--- config.mk ---
export PLATFORM = sky130hd
export DESIGN_NAME = ram_arbiter
export DESIGN_NICKNAME = d
export VERILOG_FILES = /design/src/rtl/ram_arbiter_pkg.sv /design/src/rtl/ram_arbiter_rr_arb2.sv /design/src/rtl/ram_arbiter.sv
export SDC_FILE = /design/constraint.sdc
export NUM_CORES = 1
export LEC_CHECK = 0
export ABC_AREA = 1
export ABC_CLOCK_PERIOD_IN_PS = 1700
export CORE_MARGIN = 8
export CORE_UTILIZATION = 25
export DETAILED_ROUTE_END_ITERATION = 8
export PLACE_DENSITY_LB_ADDON = 0.05
export SLEW_MARGIN = 20
export SYNTH_ARGS = -nofsm -noshare
export SYNTH_HDL_FRONTEND = slang
export SYNTH_SLANG_ARGS = --single-unit
--- constraint.sdc ---
create_clock -name clk -period 1.7 [get_ports clk]
set_input_delay 0.17 -clock clk [delete_from_list [all_inputs] [get_ports clk]]
set_output_delay 0.17 -clock clk [all_outputs]
set_load 0.02 [all_outputs]
--- src/rtl/ram_arbiter_pkg.sv ---
// ============================================================================
// Module : ram_arbiter_pkg
// Brief  : Shared types and constants for the RAM arbiter and its sub-blocks.
// Rev    : 1.0 - initial release
// ============================================================================
`default_nettype none

package ram_arbiter_pkg;

  typedef enum logic [1:0] {
    IDLE   = 2'd0,
    ACCESS = 2'd1,
    DONE   = 2'd2
  } state_e;

  localparam logic        REQ_CPU           = 1'b0;
  localparam logic        REQ_DBG           = 1'b1;
  localparam logic [15:0] ROM_LIMIT_DEFAULT = 16'h0100;
  localparam int          CNT_W             = 4;

  function automatic logic in_rom(input logic [15:0] addr, input logic [15:0] limit);
    return addr < limit;
  endfunction

endpackage

`default_nettype wire

--- src/rtl/ram_arbiter_rr_arb2.sv ---
// ============================================================================
// Module : rr_arb2
// Brief  : Combinational two-way round-robin pick; rr selects the winner
//          only when both requesters are active.
// Rev    : 1.0 - initial release
// ============================================================================
`default_nettype none

module rr_arb2
  import ram_arbiter_pkg::*;
(
  input  logic req0,
  input  logic req1,
  input  logic rr,
  output logic valid,
  output logic winner
);

  always_comb begin
    valid  = req0 | req1;
    winner = REQ_CPU;
    if (req0 && req1) begin
      winner = rr;
    end else if (req1) begin
      winner = REQ_DBG;
    end
  end

endmodule

`default_nettype wire

--- src/rtl/ram_arbiter.sv ---
// ============================================================================
// Module : ram_arbiter
// Brief  : Two-requester round-robin arbiter and access sequencer for the
//          shared 64 KB RAM, with ROM-window refusal.
// Rev    : 1.0 - initial release
// ============================================================================
`default_nettype none

module ram_arbiter
  import ram_arbiter_pkg::*;
#(
  parameter int unsigned WAIT_CYCLES = 1,
  parameter logic [15:0] ROM_LIMIT   = ROM_LIMIT_DEFAULT
) (
  input  logic        clk,
  input  logic        reset,
  input  logic        req0,
  input  logic        req1,
  input  logic        we0,
  input  logic        we1,
  input  logic [15:0] addr0,
  input  logic [15:0] addr1,
  input  logic [7:0]  wdata0,
  input  logic [7:0]  wdata1,
  output logic        ack0,
  output logic        ack1,
  output logic        err0,
  output logic        err1,
  output logic [7:0]  rdata0,
  output logic [7:0]  rdata1,
  output logic [15:0] ram_addr,
  output logic [7:0]  ram_wdata,
  output logic        ram_re,
  output logic        ram_we,
  input  logic [7:0]  ram_rdata,
  output logic        busy,
  output logic        grant_id
);

  localparam logic [CNT_W-1:0] WAIT_LOAD = CNT_W'(WAIT_CYCLES);

  state_e             state_q, state_d;
  logic               rr_q, rr_d;
  logic [CNT_W-1:0]   cnt_q, cnt_d;
  logic               refused_q, refused_d;
  logic [15:0]        ram_addr_q, ram_addr_d;
  logic [7:0]         ram_wdata_q, ram_wdata_d;
  logic               ram_re_q, ram_re_d;
  logic               ram_we_q, ram_we_d;
  logic               busy_q, busy_d;
  logic               grant_q, grant_d;
  logic               ack0_q, ack0_d, ack1_q, ack1_d;
  logic               err0_q, err0_d, err1_q, err1_d;
  logic [7:0]         rdata0_q, rdata0_d, rdata1_q, rdata1_d;

  logic               pick_valid;
  logic               pick_id;
  logic [15:0]        sel_addr;
  logic               sel_we;
  logic [7:0]         sel_wdata;

  rr_arb2 u_rr_arb2 (
    .req0   (req0),
    .req1   (req1),
    .rr     (rr_q),
    .valid  (pick_valid),
    .winner (pick_id)
  );

  always_comb begin
    state_d     = state_q;
    rr_d        = rr_q;
    cnt_d       = cnt_q;
    refused_d   = refused_q;
    ram_addr_d  = ram_addr_q;
    ram_wdata_d = ram_wdata_q;
    ram_re_d    = ram_re_q;
    ram_we_d    = ram_we_q;
    busy_d      = busy_q;
    grant_d     = grant_q;
    ack0_d      = 1'b0;
    ack1_d      = 1'b0;
    err0_d      = 1'b0;
    err1_d      = 1'b0;
    rdata0_d    = rdata0_q;
    rdata1_d    = rdata1_q;
    sel_addr    = pick_id ? addr1  : addr0;
    sel_we      = pick_id ? we1    : we0;
    sel_wdata   = pick_id ? wdata1 : wdata0;

    case (state_q)
      IDLE: begin
        if (pick_valid) begin
          grant_d     = pick_id;
          ram_addr_d  = sel_addr;
          ram_wdata_d = sel_wdata;
          busy_d      = 1'b1;
          state_d     = ACCESS;
          // A refused access spends one strobe-less ACCESS cycle so its
          // acknowledge lands at a fixed two-cycle latency.
          if (in_rom(sel_addr, ROM_LIMIT)) begin
            refused_d = 1'b1;
            cnt_d     = '0;
            ram_re_d  = 1'b0;
            ram_we_d  = 1'b0;
          end else begin
            refused_d = 1'b0;
            cnt_d     = WAIT_LOAD;
            ram_re_d  = ~sel_we;
            ram_we_d  = sel_we;
          end
        end
      end

      ACCESS: begin
        if (cnt_q == '0) begin
          state_d  = DONE;
          ram_re_d = 1'b0;
          ram_we_d = 1'b0;
          ack0_d   = (grant_q == REQ_CPU);
          ack1_d   = (grant_q == REQ_DBG);
          err0_d   = refused_q && (grant_q == REQ_CPU);
          err1_d   = refused_q && (grant_q == REQ_DBG);
          if (ram_re_q) begin
            if (grant_q == REQ_DBG) begin
              rdata1_d = ram_rdata;
            end else begin
              rdata0_d = ram_rdata;
            end
          end
        end else begin
          cnt_d = cnt_q - 1'b1;
        end
      end

      DONE: begin
        busy_d  = 1'b0;
        rr_d    = ~grant_q;
        state_d = IDLE;
      end

      default: begin
        state_d = IDLE;
      end
    endcase
  end

  always_ff @(posedge clk) begin
    if (reset) begin
      state_q     <= IDLE;
      rr_q        <= 1'b0;
      cnt_q       <= '0;
      refused_q   <= 1'b0;
      ram_addr_q  <= '0;
      ram_wdata_q <= '0;
      ram_re_q    <= 1'b0;
      ram_we_q    <= 1'b0;
      busy_q      <= 1'b0;
      grant_q     <= 1'b0;
      ack0_q      <= 1'b0;
      ack1_q      <= 1'b0;
      err0_q      <= 1'b0;
      err1_q      <= 1'b0;
      rdata0_q    <= '0;
      rdata1_q    <= '0;
    end else begin
      state_q     <= state_d;
      rr_q        <= rr_d;
      cnt_q       <= cnt_d;
      refused_q   <= refused_d;
      ram_addr_q  <= ram_addr_d;
      ram_wdata_q <= ram_wdata_d;
      ram_re_q    <= ram_re_d;
      ram_we_q    <= ram_we_d;
      busy_q      <= busy_d;
      grant_q     <= grant_d;
      ack0_q      <= ack0_d;
      ack1_q      <= ack1_d;
      err0_q      <= err0_d;
      err1_q      <= err1_d;
      rdata0_q    <= rdata0_d;
      rdata1_q    <= rdata1_d;
    end
  end

  assign ack0      = ack0_q;
  assign ack1      = ack1_q;
  assign err0      = err0_q;
  assign err1      = err1_q;
  assign rdata0    = rdata0_q;
  assign rdata1    = rdata1_q;
  assign ram_addr  = ram_addr_q;
  assign ram_wdata = ram_wdata_q;
  assign ram_re    = ram_re_q;
  assign ram_we    = ram_we_q;
  assign busy      = busy_q;
  assign grant_id  = grant_q;

endmodule

`default_nettype wire

==> impl_metrics.env <==
export IMPL_result_of_the_run="complete, no violations"
export IMPL_grt_use_total_pct=12.2
export IMPL_first_pass_grt_wire_length_um=13100
export IMPL_max_cap_viol_count=0
export IMPL_post_dp_hpwl_um=6220
export IMPL_reg2reg_from="cnt_q[0]"
export IMPL_max_transition_margin_pct=80.5
export IMPL_drc_violation_count_after_routing=0
export IMPL_timing_critical_path_cells="clkdlybuf4s50_1"
export IMPL_cts_inserted_buffers=5
export IMPL_clockRootBuffer="sky130_fd_sc_hd__clkbuf_8"
export IMPL_ys_types=28
export IMPL_globalRouteOverflowTotal=0
export IMPL_worst_skew_late_latency_ns=0.32
export IMPL_vdd_ir_drop_worst_mv=0.372
export IMPL_drt_iter0_drc=113
export IMPL_critical_path_endpoint_type="output port"
export IMPL_slowest_stage="sky130_fd_sc_hd__clkdlybuf4s50_1"
export IMPL_fillerInstances=1037
export IMPL_max_slew_worst_pin_slew_ns=0.292
export IMPL_synth_sequential_area_ratio_pct=43.9
export IMPL_clk_pin_slew_worst_setup_hold_paths_ns=0.11
export IMPL_drt_wl_total_um=8030
export IMPL_final_setup_skew_ns=0.0105
export IMPL_crit_path_max_fanout=5
export IMPL_kind_of_path_behind_the_tightest_hold_check="reg2reg"
export IMPL_worstReg2RegEnd="rdata1[5]"
export IMPL_placement_rows=37
export IMPL_drt_pass1_iter_count=4
export IMPL_netlist_instances=311
export IMPL_fp_dieArea_um2=13700
export IMPL_setup_worst_path_start_class="register"
export IMPL_antennaDiodeCount=0
export IMPL_avgSynthCellArea_um2=8.22
export IMPL_routed_via_count=2475
export IMPL_count_of_buffering_cells_on_the_critical_path_with_inverters_included=1
export IMPL_hp_start="busy"
export IMPL_fin_area_um2=3990
export IMPL_maxSlewViolCount=0
export IMPL_core_region_area_um2=10100
export IMPL_setup_violations=0
export IMPL_final_util_pct=39.3
export IMPL_rrSetupSlack_ns=0.16
export IMPL_post_dp_cell_area_um2=3880
export IMPL_leakage_power_summed_over_all_cells_nw=1.58
export IMPL_ctsHtreeMaxLevel=2
export IMPL_layout_min_cycle_time_ns=1.62
export IMPL_arrival_ns=1.45
export IMPL_floorplan_initialDensity_pct=25.2
export IMPL_timing_setup_critical_path_class="reg2out"
export IMPL_min_to="busy"
export IMPL_synth_area_um2=2560
export IMPL_finish_cell_count_without_fillers=562
export IMPL_fin_setup_tns_ns=0
export IMPL_first_global_vias=2673
export IMPL_layout_common_cells="sky130_fd_sc_hd__clkdlybuf4s50_1 (109), sky130_fd_sc_hd__dfxtp_1 (56), sky130_fd_sc_hd__nor2_1 (55), sky130_fd_sc_hd__nand2_1 (32), sky130_fd_sc_hd__nand3_1 (28)"
export IMPL_min_path_cells=2
export IMPL_antenna_violations_before_repair=0
export IMPL_io_buffers=109
export IMPL_layout_cell_share_with_drive_strength_beyond_1_pct=15.0
export IMPL_max_clock_path_buffers=2
export IMPL_largest_delay_contributor_family_on_the_critical_path="buffers and inverters"
export IMPL_syn_nets=374
export IMPL_post_route_period_util_pct=95.2
export IMPL_yosys_warnings=0
export IMPL_place_worst_setup_slack_ns=-0.0401
export IMPL_max_freq_mhz=618
export IMPL_worst_r2r_path_depth=7
export IMPL_number_of_placed_i_o_pins=110
export IMPL_timing_critical_path_slowest_cell_delay_ns=0.66
export IMPL_power_density_nw_per_um2=884
export IMPL_timing_final_hold_violations=0
export IMPL_worst_endpoint_required_ns=1.53
export IMPL_vias_per_cell=4.40
export IMPL_layout_cells_most_common="sky130_fd_sc_hd__clkdlybuf4s50_1"
export IMPL_detail_route_antenna_nets=0
export IMPL_ys_seq_elements=56
export IMPL_fp_dieH_um=117
export IMPL_cts_tree="built"
export IMPL_die_w_um=117
export IMPL_post_place_cells=553
export IMPL_clock_sink_count=56
export IMPL_wl_per_cell_um=14.3
export IMPL_area_growth_pct=55.9
export IMPL_num_nets_final=488
export IMPL_final_critical_path_setup_slack_ns=0.0821
export IMPL_rsz0062_at_grt="false"
export IMPL_grt_max_degree=21
export IMPL_routabilityCongestion=0.751
## flip-flops by register name, summed over array words and instances (netlist names), 2 cells and up
signal,cells
ram_addr,16
ram_wdata,8
rdata0,8
rdata1,8
cnt_q,4
state_q,2
## cells by family (layout without fill, tap and decap cells)
logic type	count (synthesis)	in the layout	synth area share, %
AOI/OAI and AO/OA	72	72	21.4
and+or+nand+nor	137	137	26.4
adders and majority gates	1	1	0.489
DFF	56	56	43.9
buffers and inverters	45	160	7.88
## timing repair
| action | CTS | global route |
|---|---|---|
| resized for setup | 0 | 2 |
| setup buffers | 0 | 1 |
| hold buffers | 0 | 0 |
| setup endpoints to repair | 0 | 3 |
## worst max-delay path by stage
stage / start / depth (start not counted) / endpoint
floorplan: cnt_q[0] / 8 / rdata1[0]
global placement: req0 / 10 / ram_we
detailed placement: req0 / 10 / ram_re
CTS: grant_id / 1 / grant_id
global route: grant_id / 1 / grant_id
finish: grant_id / 1 / grant_id
## stage by stage
step / hold slack, ns / power, mW
finish: 0.474 / 3.52
floorplan: 0.247 / 2.20
global route: 0.485 / 3.74
detailed placement: 0.460 / 2.74
CTS: 0.475 / 3.58
global placement: 0.456 / 2.74
## synth_stat cells, drive strengths merged
master   n  area [um^2]
a21oi   25          125
buf     12         77.6
clkbuf   5         18.8
dfxtp   56         1120
ha       1         12.5
inv     28          105
nand2   36          155
nand3   30          175
nand3b   7         67.6
nor2    59          241
nor3     5         35.0
o21ai   29          156
o22ai    2         12.5
o41ai   16          253
## report_power, final
part	leakage (nW)	switching (mW)	total (mW)	internal, mW
combinational	1.07	0.620	1.17	0.554
sequential	0.458	0.0819	1.53	1.45
clock	0.0511	0.506	0.819	0.313
total	1.58	1.21	3.52	2.32
## area by class of cell
class / instances / area (um^2) / area share, %
Timing Repair Buffer: 124 / 1250 / 31.5
Multi-Input combinational cell: 210 / 1230 / 30.9
Sequential cell: 56 / 1120 / 28.1
Tap cell: 136 / 170 / 4.27
Inverter: 28 / 110 / 2.76
Clock buffer: 5 / 68.8 / 1.73
Clock inverter: 3 / 28.8 / 0.722
## routing by layer
layer | up-vias | global-route usage (%) | wire, um
li1 | 1281 | - | -
met1 | 1109 | 13.6 | 3410
met2 | 77 | 20.7 | 3680
met3 | 8 | 5.18 | 844
met4 | 0 | 3.67 | 94
met5 | - | 0 | 0
(Power assumes the default switching activity.)
